<file path="src/rtl/barrel_shift_pipe.sv">
// Pipelined barrel shifter (asr/lsr/ror/lsl) with valid/ready on both sides.
// Optional BARREL_ROUND_EN adds a bias pre-stage so mode 0 rounds toward zero.
module barrel_shift_pipe #(
  parameter int WIDTH = 16,
  parameter int SHW   = $clog2(WIDTH)
) (
  input  logic             clk,
  input  logic             rst_n,
  input  logic             in_valid,
  output logic             in_ready,
  input  logic [WIDTH-1:0] in_data,
  input  logic [SHW-1:0]   in_shift,
  input  logic [1:0]       in_mode,
  output logic             out_valid,
  input  logic             out_ready,
  output logic [WIDTH-1:0] out_data,
  output logic             out_lost
);

  typedef enum logic [1:0] {
    MODE_ASR = 2'd0,
    MODE_LSR = 2'd1,
    MODE_ROR = 2'd2,
    MODE_LSL = 2'd3
  } mode_e;

  logic [SHW-1:0]   st_valid;
  logic [SHW-1:0]   st_lost;
  logic [WIDTH-1:0] st_data  [SHW];
  logic [SHW-1:0]   st_shift [SHW];
  mode_e            st_mode  [SHW];

  logic [SHW-1:0]   fd_valid;
  logic [SHW-1:0]   fd_lost;
  logic [WIDTH-1:0] fd_data  [SHW];
  logic [SHW-1:0]   fd_shift [SHW];
  mode_e            fd_mode  [SHW];

  logic [WIDTH-1:0] nx_data  [SHW];
  logic [SHW-1:0]   nx_lost;
  logic [SHW-1:0]   free;

  logic             src_valid;
  logic             src_lost;
  logic [WIDTH-1:0] src_data;
  logic [SHW-1:0]   src_shift;
  mode_e            src_mode;

`ifdef BARREL_ROUND_EN
  // Mode 0 lost bits come from the unbiased operand, so stages must not re-derive them.
  localparam bit ASR_LOST_IN_STAGES = 1'b0;

  logic             pre_valid;
  logic             pre_lost;
  logic [WIDTH-1:0] pre_data;
  logic [SHW-1:0]   pre_shift;
  mode_e            pre_mode;
  logic [WIDTH-1:0] low_mask;
  logic [WIDTH-1:0] bias;

  always_comb begin
    low_mask = ~({WIDTH{1'b1}} << in_shift);
    bias     = '0;
    if (mode_e'(in_mode) == MODE_ASR && in_data[WIDTH-1])
      bias = low_mask;
  end

  always_ff @(posedge clk or negedge rst_n) begin
    if (!rst_n) begin
      pre_valid <= 1'b0;
      pre_lost  <= 1'b0;
      pre_data  <= '0;
      pre_shift <= '0;
      pre_mode  <= MODE_ASR;
    end else if (in_ready) begin
      pre_valid <= in_valid;
      if (in_valid) begin
        pre_data  <= in_data + bias;
        pre_shift <= in_shift;
        pre_mode  <= mode_e'(in_mode);
        pre_lost  <= (mode_e'(in_mode) == MODE_ASR) && (|(in_data & low_mask));
      end
    end
  end

  assign in_ready = !pre_valid || free[0];

  always_comb begin
    src_valid = pre_valid;
    src_lost  = pre_lost;
    src_data  = pre_data;
    src_shift = pre_shift;
    src_mode  = pre_mode;
  end
`else
  localparam bit ASR_LOST_IN_STAGES = 1'b1;

  assign in_ready = free[0];

  always_comb begin
    src_valid = in_valid;
    src_lost  = 1'b0;
    src_data  = in_data;
    src_shift = in_shift;
    src_mode  = mode_e'(in_mode);
  end
`endif

  // A stage may load when it is empty or its content leaves this cycle.
  always_comb begin
    logic f;
    free          = '0;
    f             = !st_valid[SHW-1] || out_ready;
    free[SHW-1]   = f;
    for (int unsigned i = 1; i < SHW; i++) begin
      f               = !st_valid[SHW-1-i] || f;
      free[SHW-1-i]   = f;
    end
  end

  always_comb begin
    fd_valid[0] = src_valid;
    fd_lost[0]  = src_lost;
    fd_data[0]  = src_data;
    fd_shift[0] = src_shift;
    fd_mode[0]  = src_mode;
    for (int unsigned k = 1; k < SHW; k++) begin
      fd_valid[k] = st_valid[k-1];
      fd_lost[k]  = st_lost[k-1];
      fd_data[k]  = st_data[k-1];
      fd_shift[k] = st_shift[k-1];
      fd_mode[k]  = st_mode[k-1];
    end
    for (int unsigned k = 0; k < SHW; k++) begin
      int unsigned amt;
      amt        = 1 << k;
      nx_data[k] = fd_data[k];
      nx_lost[k] = fd_lost[k];
      if (fd_shift[k][k]) begin
        unique case (fd_mode[k])
          MODE_ASR: begin
            nx_data[k] = $signed(fd_data[k]) >>> amt;
            if (ASR_LOST_IN_STAGES)
              nx_lost[k] = fd_lost[k] | (|(fd_data[k] & ~({WIDTH{1'b1}} << amt)));
          end
          MODE_LSR: begin
            nx_data[k] = fd_data[k] >> amt;
            nx_lost[k] = fd_lost[k] | (|(fd_data[k] & ~({WIDTH{1'b1}} << amt)));
          end
          MODE_ROR: begin
            nx_data[k] = (fd_data[k] >> amt) | (fd_data[k] << (WIDTH - amt));
          end
          MODE_LSL: begin
            nx_data[k] = fd_data[k] << amt;
            nx_lost[k] = fd_lost[k] | (|(fd_data[k] & ~({WIDTH{1'b1}} >> amt)));
          end
        endcase
      end
    end
  end

  always_ff @(posedge clk or negedge rst_n) begin
    if (!rst_n) begin
      st_valid <= '0;
      st_lost  <= '0;
      for (int unsigned k = 0; k < SHW; k++) begin
        st_data[k]  <= '0;
        st_shift[k] <= '0;
        st_mode[k]  <= MODE_ASR;
      end
    end else begin
      for (int unsigned k = 0; k < SHW; k++) begin
        if (free[k]) begin
          st_valid[k] <= fd_valid[k];
          if (fd_valid[k]) begin
            st_data[k]  <= nx_data[k];
            st_lost[k]  <= nx_lost[k];
            st_shift[k] <= fd_shift[k];
            st_mode[k]  <= fd_mode[k];
          end
        end
      end
    end
  end

  assign out_valid = st_valid[SHW-1];
  assign out_data  = st_data[SHW-1];
  assign out_lost  = st_lost[SHW-1];

endmodule

</file>
<file path="config.mk">
export PLATFORM = sky130hd
export DESIGN_NAME = barrel_shift_pipe
export DESIGN_NICKNAME = d
export VERILOG_FILES = /design/src/rtl/barrel_shift_pipe.sv
export SDC_FILE = /design/constraint.sdc
export NUM_CORES = 1
export LEC_CHECK = 0
export CORE_MARGIN = 4
export CORE_UTILIZATION = 29
export DETAILED_ROUTE_END_ITERATION = 10
export GPL_TIMING_DRIVEN = 0
export SYNTH_ARGS = -nofsm -noshare
export SYNTH_HDL_FRONTEND = slang
export SYNTH_SLANG_ARGS = --single-unit
</file>
<file path="constraint.sdc">
create_clock -name clk -period 1.58 [get_ports clk]
set_clock_uncertainty 0.05 [all_clocks]
set_input_delay 0.316 -clock clk [delete_from_list [all_inputs] [get_ports clk]]
set_output_delay 0.316 -clock clk [all_outputs]
set_load 0.02 [all_outputs]
</file>
==> results of run 1 <==
==> report_power, final <==
part / leakage [nW] / switching (mW) / internal [mW] / total [mW]
combinational: 1.36 / 1.73 / 1.34 / 3.07
sequential: 1.02 / 0.734 / 2.86 / 3.59
clock: 0.153 / 0.811 / 1.43 / 2.24
==> worst register-to-register path, stage by stage, from the launching register on <==
cell,delay [ns]
dfrtp_1,0.39
nand4b_4,0.13
buf_6,0.15
o21ai_4,0.25
buf_6,0.19
mux2_4,0.31
==> logic make-up after synthesis <==
logic type	after synthesis	synth area share [%]
compound gates	148	24.2
flops	84	47.6
simple gates	183	18.1
buf+inv	46	5.16
mux	19	4.82
==> cells in the mapped netlist, types with 8 or more instances <==
cell type  count
clkbuf_1      14
nand3_1       35
a21o_1        35
a311oi_1      35
dfrtp_1       84
mux2_2        18
buf_2         23
nor2_1        51
a211oi_1       8
a22oi_1        9
nand2_1       75
o31ai_1       12
o21ai_0       26
==> how the worst max path moves through the flow <==
stage                             end  slack (ns)
final                        in_ready       -0.02
after global routing         in_ready       -0.07
after floorplan            fd_mode[4]        0.07
after detailed placement     in_ready       -0.72
after global placement    fd_data[41]       -2.68
after CTS                    in_ready       -0.03
==> sequential cells by signal, indices dropped and copies added, names as in the netlist <==
name and count:
st_valid 4, st_lost 4, out_data 16, fd_data 48
fd_mode 6, fd_shift 6
==> what timing repair did <==
action	in CTS	in global routing
gates resized for setup	35	42
hold buffers	1	0
setup endpoints to repair	46	59
pin swaps	1	2
setup buffers	4	4
cloned	1	0
endpoints found under the hold margin	23	0
==> final cells by class <==
| cell class | count | share of cell area [%] |
|---|---|---|
| multi-input cells | 350 | 39.4 |
| clock buffers | 12 | 4.38 |
| inverters | 4 | 0.267 |
| well taps | 184 | 4.09 |
| plain buffers | 41 | 4.20 |
| clock inverters | 4 | 1.29 |
| flip-flops and latches | 84 | 37.3 |
| repair buffers | 54 | 9.07 |
==> layer usage <==
metal	vias to the layer above	share of wire, %
met3	18	3.3
met2	92	51
li1	1893	-
met1	1856	43
met5	-	0
met4	0	2.0
==> results.json, run 1 <==
{
  "outcome": "complete, but fails checks",
  "violations": "setup timing",
  "drt_pass1_iterations": 4,
  "coreArea_um2": 14700,
  "slew_violations": 0,
  "reg2reg_depth": 5,
  "synth_enable_flop_cells": 0,
  "drc_errors": 0,
  "viasPerCell": 5.26,
  "final_area_um2": 5630,
  "power_density_nw_per_um2": 1580,
  "worstSetupStartpoint": "st_valid[1]",
  "vias": 3859,
  "critPathBufInv": 1,
  "die_h_um": 131,
  "netlist_area_um2": 4410,
  "ys_types": 34,
  "gr-usage-met3_pct": 3.13,
  "worstSkewPairLatency_ns": 0.34,
  "fmax_mhz": 625,
  "async_flop_share_pct": 100,
  "root_buffer": "clkbuf_16",
  "clock-sinks": 84,
  "htreeDepth": 3,
  "ioPinCount": 45,
  "fin_setup_tns_ns": -0.0217,
  "leakage_nw": 2.54,
  "nNetsFinal": 570,
  "fin_hold_ws_ns": 0.377,
  "hp-class": "input port to asynchronous set/reset pin",
  "synthTopCellsByArea": "dfrtp_1 48%, a311oi_1 6.9%, nand2_1 6.4%",
  "arrival_ns": 1.23,
  "finalSetupViolations": 2,
  "fin_ws_ns": -0.0206,
  "row_count": 44,
  "grt_pass1_vias": 3900,
  "r2r_slack_ns": 0,
  "hold_violations": 0,
  "dpl_cell_area_um2": 5100,
  "start_kind": "register",
  "io_buffers": 43,
  "crit_path_top_delay_cell": "dfrtp_1",
  "mostFrequentLayoutCell": "dfrtp_1",
  "grt_pass1_wl_um": 19500,
  "drt-total-wl_um": 11700,
  "die_w_um": 131,
  "dp_hpwl_um": 8930,
  "cap_violations": 0,
  "seqCellArea_um2": 2100,
  "dp.cells": 708,
  "grt_usage_pct": 13.5,
  "tightest_slew_ns": 0.470,
  "place_ws_ns": -0.719,
  "syn_to_final_growth_pct": 27.6,
  "multi_input_area_um2": 2220,
  "critical_path_class": "register to output pin",
  "grt_start_max_net_pins": 62,
  "place_congestion": 0.914,
  "cpPeakStageDelay_ns": 0.39,
  "p_total_mw": 8.89,
  "synth_nets": 506,
  "synth.avg_cell_area_um2": 9.19,
  "ant_nets": 0,
  "end_kind": "output pin",
  "synth_top_area_share_pct": 47.6,
  "cp_data_required_time_ns": 1.21,
  "top_usage_layer": "met2",
  "die-area_um2": 17300,
  "period_minus_slack_ns": 1.60,
  "grt.met1_usage_pct": 15.9,
  "maxSlewHeadroom_pct": 68.6,
  "wl_per_cell_um": 15.9,
  "diodes": 0,
  "path_delay_family": "flip-flops",
  "cts_buffers": 9,
  "n_fill_cell": 1498,
  "antenna_found_initial": 0,
  "ys_warn_count": 0,
  "overflow": 0,
  "r2r-end": "fd_shift[9]",
  "clock_path_buffers": 2,
  "synth_cells": 480,
  "final_cells": 733,
  "cp_cell_sequence": "nand4b_4 -> or2_4 -> buf_6",
  "drt_iter0_markers": 191,
  "yosysSeqAreaShare_pct": 47.6,
  "worst-path-stages": 3,
  "synth_top_area_cell": "dfrtp_1",
  "ys_ff_latch": 84,
  "worstPathMaxFanout": 2,
  "layout_common_cells": "84 x dfrtp_1, 74 x nand2_1, 51 x nor2_1",
  "fin_util_pct": 38.3,
  "tritoncts": "yes",
  "start_util_pct": 30.0,
  "grt_util_met2_pct": 24.1,
  "reg2reg_from": "st_valid[1]",
  "synthFlopType": "dfrtp_1",
  "rsz0062_at_grt": "yes",
  "clkTransAtPathRegs_ns": 0.06,
  "ir_drop_mv": 0.623,
  "drive_above_1_share_pct": 18.0,
  "post-route-period-util_pct": 101
}
(Power assumes the default switching activity.)
==> run 2, diff against run 1 <==
--- a/config.mk
+++ b/config.mk
@@ -5,8 +5,9 @@
 export SDC_FILE = /design/constraint.sdc
 export NUM_CORES = 1
 export LEC_CHECK = 0
+export ABC_CLOCK_PERIOD_IN_PS = 1580
 export CORE_MARGIN = 4
-export CORE_UTILIZATION = 29
+export CORE_UTILIZATION = 40
 export DETAILED_ROUTE_END_ITERATION = 10
 export GPL_TIMING_DRIVEN = 0
 export SYNTH_ARGS = -nofsm -noshare
==> results.json, run 2 (synthesis gave the netlist of run 1 again) <==
{
  "outcome": "complete, but fails checks",
  "violations": "setup timing",
  "p_sw_mw": 3.19,
  "p_clk_share_pct": 16.9,
  "clock_path_buffers": 2,
  "intPower_mw": 4.81,
  "antenna_found_initial": 0,
  "io_buffers": 43,
  "r2r-end": "fd_shift[9]",
  "drt-total-wl_um": 11500,
  "diodes": 0,
  "cp_data_required_time_ns": 1.21,
  "reg2reg_depth": 5,
  "swShare_pct": 39.8,
  "hp-class": "input port to register",
  "ioPinCount": 45,
  "nNetsFinal": 568,
  "fin_util_pct": 49.9,
  "die-area_um2": 12800,
  "mostFrequentLayoutCell": "dfrtp_1",
  "arrival_ns": 1.28,
  "cap_violations": 0,
  "slew_violations": 0,
  "tightest_slew_ns": 0.506,
  "end_kind": "output pin",
  "overflow": 0,
  "htreeDepth": 3,
  "grt_start_max_net_pins": 52,
  "dp.cells": 664,
  "worstPathMaxFanout": 2,
  "multi_input_area_um2": 2220,
  "root_buffer": "clkbuf_8",
  "drive_above_1_share_pct": 17.8,
  "clkTransAtPathRegs_ns": 0.08,
  "clock-sinks": 84,
  "seq_power_share_pct": 44.9,
  "rsz0062_at_grt": "yes",
  "start_kind": "register",
  "wl_met2_um": 5830,
  "maxSlewHeadroom_pct": 66.3,
  "wl_per_cell_um": 16.8,
  "reg2reg_from": "st_valid[2]",
  "coreArea_um2": 10800,
  "cp_cell_sequence": "nand4b_4 -> or2_4 -> buf_6",
  "p_total_mw": 8.00,
  "grt_pass1_vias": 3929,
  "dpl_cell_area_um2": 5040,
  "fmax_mhz": 607,
  "met3_length_um": 422,
  "vias": 3907,
  "finalSetupViolations": 1,
  "grt_pass1_wl_um": 19300,
  "fin_ws_ns": -0.0675,
  "ir_drop_mv": 0.597,
  "crit_path_top_delay_cell": "dfrtp_1",
  "critical_path_class": "register to output pin",
  "die_h_um": 113,
  "start_util_pct": 40.7,
  "post-route-period-util_pct": 104,
  "die_w_um": 113,
  "cts_buffers": 9,
  "top_layer_used": "met4",
  "hold_violations": 0,
  "ant_nets": 0,
  "syn_to_final_growth_pct": 22.6,
  "largest_register_ffs": 48,
  "final_cells": 685,
  "place_ws_ns": -0.715,
  "hold_depth": 3,
  "final_area_um2": 5410,
  "period_minus_slack_ns": 1.65,
  "n_fill_cell": 1055,
  "hold-path-endpoint": "st_valid[3]",
  "leakage_nw": 2.46,
  "cpPeakStageDelay_ns": 0.41,
  "comb_power_share_pct": 38.2,
  "worstSkewPairLatency_ns": 0.36,
  "wl_met1_um": 4810,
  "grt_usage_pct": 18.8,
  "drc_errors": 0,
  "viasPerCell": 5.70,
  "seqCellArea_um2": 2100,
  "r2r_slack_ns": 0.01,
  "dp_hpwl_um": 8570,
  "layout_common_cells": "84 x dfrtp_1, 74 x nand2_1, 51 x nor2_1",
  "power_density_nw_per_um2": 1480,
  "drt_pass1_iterations": 4,
  "place_congestion": 0.909,
  "min_from": "out_ready",
  "drt_iter0_markers": 211,
  "tritoncts": "yes",
  "row_count": 38
}
## run 2: cell types whose count changed in the layout (fill, tap and decap cells not counted), sizes merged
cell,previous run,this run
clkdlybuf4s15,0,1
bufinv,2,0
clkbuf,30,28
clkinvlp,1,0
## run 2: power by group through the flow
stage / Sequential, mW / Clock (mW) / Combinational (mW)
after floorplan: 3.62 / 0 / 1.79
after global placement: 3.60 / 0 / 2.97
after detailed placement: 3.64 / 0 / 3.02
after CTS: 3.58 / 1.41 / 2.98
after global routing: 3.70 / 1.49 / 3.38
final: 3.59 / 1.35 / 3.05
## run 2: what timing repair did
action / CTS / global route
hold buffers: 1 / 0
setup endpoints to repair: 29 / 68
resized for setup: 41 / 34
pin swaps: 2 / 6
buffers inserted: 5 / 2
cloned: 1 / 0
hold endpoints to repair: 33 / 0
## run 2: through the flow
stage	TNS, ns	hold slack, ns
floorplan	0	-0.0296
global placement	-253.47	0.419
detailed placement	-23.21	0.248
CTS	-1.65	0.339
global route	-0.295	0.382
finish	-0.0675	0.363
## run 2: routing by layer
metal | track usage (%) | vias to the layer above
met1 | 22.1 | 1867
met5 | 0 | -
met4 | 8.01 | 0
met2 | 33.1 | 125
met3 | 4.06 | 31
li1 | - | 1884
## run 2: worst max path at each step
stage	start	endpoint	slack [ns]
floorplan	st_valid[3]	fd_mode[4]	0.07
global placement	rst_n	fd_data[43]	-2.77
detailed placement	out_ready	in_ready	-0.72
CTS	st_valid[1]	in_ready	-0.14
global route	st_valid[1]	in_ready	-0.12
finish	st_valid[2]	in_ready	-0.07
## run 2: worst max-delay path: cells and delay by family, from the launching register on
family,cells,cell delay [ns]
flops,1,0.41
buf+inv,1,0.13
simple gates,2,0.38
## run 2: cell type report
type | instances | area share, %
clock buffer | 13 | 2.94
inverter | 4 | 0.278
tap | 140 | 3.24
multi-input combinational | 350 | 41.0
buffer | 41 | 4.21
sequential | 84 | 38.9
timing repair buffer | 52 | 9.34
clock inverter | 1 | 0.162
